### src/rtl/fetch_stage_if.sv
// ---------------------------------------------------------------------------
// fetch_stage_if
// Instruction-ROM request/response bus between the fetch stage and the ROM.
//
// Signals:
//   rom_en     request strobe, driven by the fetch stage
//   rom_addr   fetch address; held steady while a request waits for rom_ready
//   rom_rdata  instruction word returned by the ROM, valid with rom_ready
//   rom_ready  completion strobe from the ROM
//
// Modports:
//   master  fetch-stage side (drives the request, receives the data)
//   slave   ROM side (receives the request, drives the data)
// ---------------------------------------------------------------------------
interface fetch_stage_if #(
    parameter int ADDR_WIDTH = 32,
    parameter int INST_WIDTH = 32
);
    logic                  rom_en;
    logic [ADDR_WIDTH-1:0] rom_addr;
    logic [INST_WIDTH-1:0] rom_rdata;
    logic                  rom_ready;

    modport master (
        output rom_en,
        output rom_addr,
        input  rom_rdata,
        input  rom_ready
    );

    modport slave (
        input  rom_en,
        input  rom_addr,
        output rom_rdata,
        output rom_ready
    );
endinterface

### src/rtl/fetch_stage.sv
// ---------------------------------------------------------------------------
// fetch_stage
// Instruction-fetch stage. Owns the PC, issues requests to the instruction
// ROM, parks a completed fetch while the pipeline is stalled, keeps branch
// redirects pending until the PC next advances, and registers the fetched
// instruction into the IF/ID boundary.
//
// Ports:
//   clk            rising-edge clock
//   rst            asynchronous, active-low reset
//   stall_pc       hold the PC (pipeline controller)
//   stall_if       hold the IF/ID output registers (pipeline controller)
//   branch_flag    one-cycle redirect pulse from ID
//   branch_target  redirect address, valid with branch_flag
//   romBus         instruction-ROM bus (fetch_stage_if.master)
//   stall_request  rom_en & ~rom_ready; asks the controller to stall
//   if_pc          PC of if_inst
//   if_inst        fetched instruction, 0 (NOP) when not valid
//   if_valid       if_inst holds a real instruction
//   if_adel        (IF_ADDR_CHECK_EN only) misaligned fetch address
//
// Build option:
//   IF_ADDR_CHECK_EN  when defined, a fetch address with pc[1:0]!=0 makes no
//                     ROM access and is reported through if_adel instead.
// ---------------------------------------------------------------------------
module fetch_stage #(
    parameter int                    ADDR_WIDTH = 32,
    parameter int                    INST_WIDTH = 32,
    parameter logic [ADDR_WIDTH-1:0] RESET_PC   = 32'hBFC00000
) (
    input  logic                  clk,
    input  logic                  rst,
    input  logic                  stall_pc,
    input  logic                  stall_if,
    input  logic                  branch_flag,
    input  logic [ADDR_WIDTH-1:0] branch_target,
    fetch_stage_if.master         romBus,
    output logic                  stall_request,
    output logic [ADDR_WIDTH-1:0] if_pc,
    output logic [INST_WIDTH-1:0] if_inst,
`ifdef IF_ADDR_CHECK_EN
    output logic                  if_adel,
`endif
    output logic                  if_valid
);

    typedef enum logic [1:0] {
        S_BOOT,
        S_FETCH,
        S_HOLD
    } state_t;

    state_t                r_state;
    state_t                w_stateNext;
    logic [ADDR_WIDTH-1:0] r_pc;
    logic                  r_branchPending;
    logic [ADDR_WIDTH-1:0] r_pendingTarget;
    logic [INST_WIDTH-1:0] r_holdBuf;
    logic [ADDR_WIDTH-1:0] r_holdPc;
    logic [ADDR_WIDTH-1:0] r_ifPc;
    logic [INST_WIDTH-1:0] r_ifInst;
    logic                  r_ifValid;

    logic                  w_romEn;
    logic                  w_advance;
    logic                  w_present;
    logic                  w_capture;
    logic [ADDR_WIDTH-1:0] w_presentPc;
    logic [INST_WIDTH-1:0] w_presentInst;
    logic [ADDR_WIDTH-1:0] w_nextPc;
`ifdef IF_ADDR_CHECK_EN
    logic                  w_presentAdel;
    logic                  r_ifAdel;
`endif

    // A branch in the same cycle as the advance wins over an older pending
    // redirect; with neither, fetch continues sequentially (wrapping).
    assign w_nextPc = branch_flag     ? branch_target   :
                      r_branchPending ? r_pendingTarget :
                                        r_pc + ADDR_WIDTH'(4);

    // State register.
    always_ff @(posedge clk or negedge rst) begin
        if (!rst) begin
            r_state <= S_BOOT;
        end else begin
            r_state <= w_stateNext;
        end
    end

    // Next-state and control decode. Completion is judged on rom_ready
    // alone, so stall_request feeding back into stall_pc never closes a
    // combinational loop: stall_pc only chooses between advancing and
    // parking the word in the hold buffer.
    always_comb begin
        w_stateNext   = r_state;
        w_romEn       = 1'b0;
        w_advance     = 1'b0;
        w_present     = 1'b0;
        w_capture     = 1'b0;
        w_presentPc   = r_pc;
        w_presentInst = '0;
`ifdef IF_ADDR_CHECK_EN
        w_presentAdel = 1'b0;
`endif
        case (r_state)
            S_BOOT: begin
                w_stateNext = S_FETCH;
            end
            S_FETCH: begin
`ifdef IF_ADDR_CHECK_EN
                if (r_pc[1:0] != 2'b00) begin
                    if (!stall_pc) begin
                        w_advance     = 1'b1;
                        w_present     = 1'b1;
                        w_presentAdel = 1'b1;
                    end
                end else
`endif
                begin
                    w_romEn = 1'b1;
                    if (romBus.rom_ready) begin
                        if (!stall_pc) begin
                            w_advance     = 1'b1;
                            w_present     = 1'b1;
                            w_presentInst = romBus.rom_rdata;
                        end else begin
                            w_capture   = 1'b1;
                            w_stateNext = S_HOLD;
                        end
                    end
                end
            end
            S_HOLD: begin
                if (!stall_pc) begin
                    w_advance     = 1'b1;
                    w_present     = 1'b1;
                    w_presentPc   = r_holdPc;
                    w_presentInst = r_holdBuf;
                    w_stateNext   = S_FETCH;
                end
            end
            default: begin
                w_stateNext = S_BOOT;
            end
        endcase
    end

    // PC, pending redirect and hold buffer. A redirect arriving while the
    // PC is stuck is remembered (latest one wins) and consumed by the next
    // advance; it never disturbs the access already in flight.
    always_ff @(posedge clk or negedge rst) begin
        if (!rst) begin
            r_pc            <= RESET_PC;
            r_branchPending <= 1'b0;
            r_pendingTarget <= '0;
            r_holdBuf       <= '0;
            r_holdPc        <= '0;
        end else begin
            if (w_advance) begin
                r_pc            <= w_nextPc;
                r_branchPending <= 1'b0;
            end else if (branch_flag) begin
                r_branchPending <= 1'b1;
                r_pendingTarget <= branch_target;
            end
            if (w_capture) begin
                r_holdBuf <= romBus.rom_rdata;
                r_holdPc  <= r_pc;
            end
        end
    end

    // IF/ID boundary registers. Frozen entirely under stall_if; otherwise a
    // cycle with nothing to present inserts a bubble but keeps the old PC.
    always_ff @(posedge clk or negedge rst) begin
        if (!rst) begin
            r_ifPc    <= '0;
            r_ifInst  <= '0;
            r_ifValid <= 1'b0;
`ifdef IF_ADDR_CHECK_EN
            r_ifAdel  <= 1'b0;
`endif
        end else if (!stall_if) begin
            if (w_present) begin
                r_ifPc    <= w_presentPc;
                r_ifInst  <= w_presentInst;
                r_ifValid <= 1'b1;
`ifdef IF_ADDR_CHECK_EN
                r_ifAdel  <= w_presentAdel;
`endif
            end else begin
                r_ifInst  <= '0;
                r_ifValid <= 1'b0;
`ifdef IF_ADDR_CHECK_EN
                r_ifAdel  <= 1'b0;
`endif
            end
        end
    end

    assign romBus.rom_en   = w_romEn;
    assign romBus.rom_addr = r_pc;
    assign stall_request   = w_romEn & ~romBus.rom_ready;
    assign if_pc           = r_ifPc;
    assign if_inst         = r_ifInst;
    assign if_valid        = r_ifValid;
`ifdef IF_ADDR_CHECK_EN
    assign if_adel         = r_ifAdel;
`endif

endmodule

### src/flat_wrapper.sv
// flat-port wrapper written by rule: the top's interface ports become plain ports
module fetch_stage_flat 
#(
    parameter int                    ADDR_WIDTH = 32,
    parameter int                    INST_WIDTH = 32,
    parameter logic [ADDR_WIDTH-1:0] RESET_PC   = 32'hBFC00000
)
  (clk, rst, stall_pc, stall_if, branch_flag, branch_target, stall_request, if_pc, if_inst, if_valid, romBus_rom_en, romBus_rom_addr, romBus_rom_rdata, romBus_rom_ready);
  fetch_stage_if #(.ADDR_WIDTH(ADDR_WIDTH), .INST_WIDTH(INST_WIDTH)) romBus_i ();
  input  logic clk;
  input  logic rst;
  input  logic stall_pc;
  input  logic stall_if;
  input  logic branch_flag;
  input  logic [ADDR_WIDTH-1:0] branch_target;
  output logic stall_request;
  output logic [ADDR_WIDTH-1:0] if_pc;
  output logic [INST_WIDTH-1:0] if_inst;
  output logic if_valid;
  output wire logic [$bits(romBus_i.rom_en)-1:0] romBus_rom_en;
  output wire logic [$bits(romBus_i.rom_addr)-1:0] romBus_rom_addr;
  input wire logic [$bits(romBus_i.rom_rdata)-1:0] romBus_rom_rdata;
  input wire logic [$bits(romBus_i.rom_ready)-1:0] romBus_rom_ready;
  assign romBus_rom_en = romBus_i.rom_en;
  assign romBus_rom_addr = romBus_i.rom_addr;
  assign romBus_i.rom_rdata = romBus_rom_rdata;
  assign romBus_i.rom_ready = romBus_rom_ready;
  fetch_stage #(.ADDR_WIDTH(ADDR_WIDTH), .INST_WIDTH(INST_WIDTH), .RESET_PC(RESET_PC)) u_core (.clk(clk), .rst(rst), .stall_pc(stall_pc), .stall_if(stall_if), .branch_flag(branch_flag), .branch_target(branch_target), .romBus(romBus_i), .stall_request(stall_request), .if_pc(if_pc), .if_inst(if_inst), .if_valid(if_valid));
endmodule
### config.mk
export PLATFORM = sky130hd
export DESIGN_NAME = fetch_stage_flat
export DESIGN_NICKNAME = d
export VERILOG_FILES = /design/src/rtl/fetch_stage_if.sv /design/src/rtl/fetch_stage.sv /design/src/flat_wrapper.sv
export SDC_FILE = /design/constraint.sdc
export NUM_CORES = 1
export LEC_CHECK = 0
export ABC_AREA = 1
export CORE_ASPECT_RATIO = 1.25
export CORE_UTILIZATION = 57
export CTS_CLUSTER_DIAMETER = 200
export DETAILED_ROUTE_END_ITERATION = 10
export PLACE_DENSITY = 0.9
export SLEW_MARGIN = 20
export SYNTH_ARGS = -nofsm -noshare
export SYNTH_HDL_FRONTEND = slang
export SYNTH_SLANG_ARGS = --single-unit
### constraint.sdc
create_clock -name clk -period 3.8 [get_ports clk]
set_clock_uncertainty 0.2 [all_clocks]
set_input_delay 0.76 -clock clk [delete_from_list [all_inputs] [get_ports clk]]
set_output_delay 0.76 -clock clk [all_outputs]
set_load 0.03 [all_outputs]
==> key figures <==
Timing
  • Fmax: 0.339 GHz
  • Tmin final: 2.95 ns
  • RSZ-0062 raised after global routing: no
  • Final period util: 77.7%
  • Worst-Margin Slew: 1.08 ns
  • Setup TNS: 0 ns
  • Rel. slew slack: 27.9%
  • Final setup viols: 0
  • Fin. max-slew vios: 0
  • Endpoints failing hold: 0

Cells and area
  • Area delta synth->final: 26.1%
  • # diodes: 0
  • Final-stage net count: 1220
  • Layout cells sized above 1: 11.9%
  • Fill count: 1137
  • Fin cells: 1369

Drt
  • Post-DRT Antenna Nets: 0
  • Pre-antenna DRT Iters: 5
  • DR WL/cell: 16.8 um
  • Vias: 7815
  • Vias per inst: 5.71
  • Routed WL: 23100 um
  • Iter 0 DRT Violations: 687
  • DRC violations left: 0

Logic synthesis
  • Number of synthesized flops with an enable pin: 0
  • Post-synthesis sequential area ratio: 53.5%
  • Synth async-reset ratio: 100%
  • Mapped Area: 9190 sq um
  • Top cells by area, synth: dfrtp_1 51%, nand2_1 10%, o21ai_0 8.5%
  • Ys flop type: dfrtp_1
  • Dominant cell type by area after synthesis: dfrtp_1
  • Most common cell in the synthesized netlist: nand2_1
  • Net Count, Synth: 1074
  • Mapped Avg Cell Area: 9.20 sq um
  • Synth top area share: 50.9%
  • Syn. warnings: 0
  • Synth cell count leaders: 246 x nand2_1, 187 x dfrtp_1, 156 x o21ai_0
  • Synth Instances: 999
  • Synth cell types: 37
  • Yosys reg bits: 196

Critical path
  • Crit path launch type: register
  • Crit. End Element: primary output
  • CP Cell Sequence: inv_1 -> ha_1 -> inv_1 -> nor2_1 -> clkdlybuf4s50_1
  • Critical path class: reg -> out
  • Arrival time at the worst endpoint: 1.99 ns
  • Slowest cell delay on critical path: 0.67 ns
  • Worst EP required: 2.84 ns
  • Cell mode on critical path: inv_1
  • Crit-path max FO: 4
  • Critical path's slowest cell: clkdlybuf4s50_1

Clocking
  • Resized Gates After CTS: 0
  • CTS Buffer Depth: 2
  • H-Tree Depth: 4
  • Post-CTS Setup Bufs: 0
  • Clk_lat worst skew: 0.42 ns
  • CTS buffer count: 17
  • Root Driver: clkbuf_16
  • Clock Sinks: 196
  • CTS Hold Buffers Added: 0
  • CTS clk-pin slew, worst paths: 0.07 ns
  • TritonCTS clock tree: yes

Place
  • Post-DP HPWL: 16200 um
  • Gpl congestion: 0.888
  • Placed cell count: 1338
  • Port bufs: 168

Pwr
  • Clock power share: 21.3%
  • Internal power: 5.22 mW
  • Seq pwr share: 40.1%
  • Switching share of power: 38.5%
  • Leak: 5.08 nW
  • Net Sw Power: 3.27 mW
  • Power per cell area: 732 nW/um^2
  • Combinational share of power: 38.6%
  • Peak supply drop: 520 uV

Min path
  • Tightest Hold Check Type: in -> async

Floorplanning
  • Row count: 51
  • Die H: 144 um
  • Initial core utilization: 58.5%
  • Io pins: 169
  • Die area: 16600 sq um
  • Core Area: 15700 sq um
  • Die width: 116 um

Global routing
  • Total GRT Usage: 29.1%
  • Vias in the first global route: 7446
  • First-pass GRT wire length: 37100 um
  • Grt total ovfl: 0
  • Antenna violations before repair: 0
  • Largest net degree at the start of global routing: 91

Outcome
  • Outcome: finished clean

Job
  • Max_cap viols: 0
[layout make-up]
type | instances | area (sq um) | share of cell area [%]
Timing Repair Buffer | 186 | 1830 | 15.8
Multi-Input combinational cell | 677 | 3730 | 32.2
Inverter | 67 | 251 | 2.17
Clock buffer | 24 | 472 | 4.07
Clock inverter | 7 | 123 | 1.06
Sequential cell | 196 | 4920 | 42.4
Tap cell | 212 | 265 | 2.29
[per-stage QoR]
stage	hold slack, ns	instance area, sq um	setup slack, ns	power [mW]	util, %
final	0.172	11600	0.848	8.49	73.8
after global routing	0.233	11600	0.726	8.99	73.8
after global placement	0.254	11000	0.850	6.52	70.0
after CTS	0.210	11600	0.820	8.51	73.8
after floorplan	0.242	9190	1.50	5.42	-
after detailed placement	0.260	11000	0.824	6.68	70.0
[power by group through the flow]
stage	Sequential, mW	Combinational (mW)	Clock (mW)
floorplan	3.86	1.55	0
global placement	3.37	3.15	0
detailed placement	3.41	3.26	0
CTS	3.38	3.28	1.84
global route	3.49	3.58	1.93
finish	3.40	3.27	1.81
[registers in the layout, summed over array words and instances (netlist names)]
signal                  cells
u_core.if_inst             32
u_core.r_holdPc            32
u_core.r_branchPending      1
u_core.if_valid             1
u_core.if_pc               32
u_core.r_holdBuf           32
u_core.romBus.rom_addr     32
u_core.r_pendingTarget     32
u_core.r_state              2
[placed cells by master (no fill, tap or decap), types with 2 or more instances in the layout]
cell type and count:
nand2_1 245, dfrtp_1 187, clkdlybuf4s50_1 167, o21ai_0 156, inv_1 60, nor2_1 50, mux2_2 42, nand3_1 36
a32oi_1 32, a221oi_1 17, clkbuf_16 17, buf_4 17, a21oi_1 14, a31oi_1 10, o21ai_1 9, dfstp_2 9
nand2_2 8, nor2_4 8, inv_2 7, mux2_1 7, nor2_2 6, a22oi_1 6, nand2_4 5, ha_1 5
clkbuf_1 5, a21oi_2 4, nand4_1 4, nand3_2 3, clkbuf_8 3, bufinv_16 3, and2_1 2, xor2_1 2
clkinvlp_4 2
[worst max-delay path, delay by kind of cell, from the launching register on]
kind,cells,cell delay (ns)
buffers and inverters,3,0.86
flip-flops,1,0.42
adder cells (fa/ha/maj),1,0.20
AND/OR/NAND/NOR,1,0.09
[path summary, 6_finish.rpt]
kind                                      from                    endpoint  slack (ns)  cells after the start
setup reg to reg             u_core.r_state[0]  u_core.r_pendingTarget[30]        1.42                      8
max in group asynchronous                  rst             u_core.if_pc[1]        2.28                      2
setup / recovery             u_core.r_state[1]               stall_request        0.85                      5
hold reg to reg            u_core.r_holdPc[14]         u_core.r_holdPc[14]        0.28                      2
min in group clk           u_core.r_holdPc[14]         u_core.r_holdPc[14]        0.28                      2
hold / removal                             rst  u_core.r_pendingTarget[22]        0.17                      1
[per-layer routing]
metal / GRT usage [%] / wire [um]
met5: 0 / 0
met4: 11.0 / 517
met3: 5.44 / 1510
met2: 48.7 / 11400
met1: 37.6 / 9600
[logic make-up after synthesis]
logic type                 Yosys count  synth area share [%]
and+or+nand+nor                    370                  17.4
AOI/OAI and AO/OA                  251                  16.2
DFF                                196                  53.5
buffers and inverters              126                  5.98
muxes                               49                  6.01
adders and majority gates            5                 0.681
xor gates and xnor gates             2                 0.191
(Power assumes the default switching activity.)
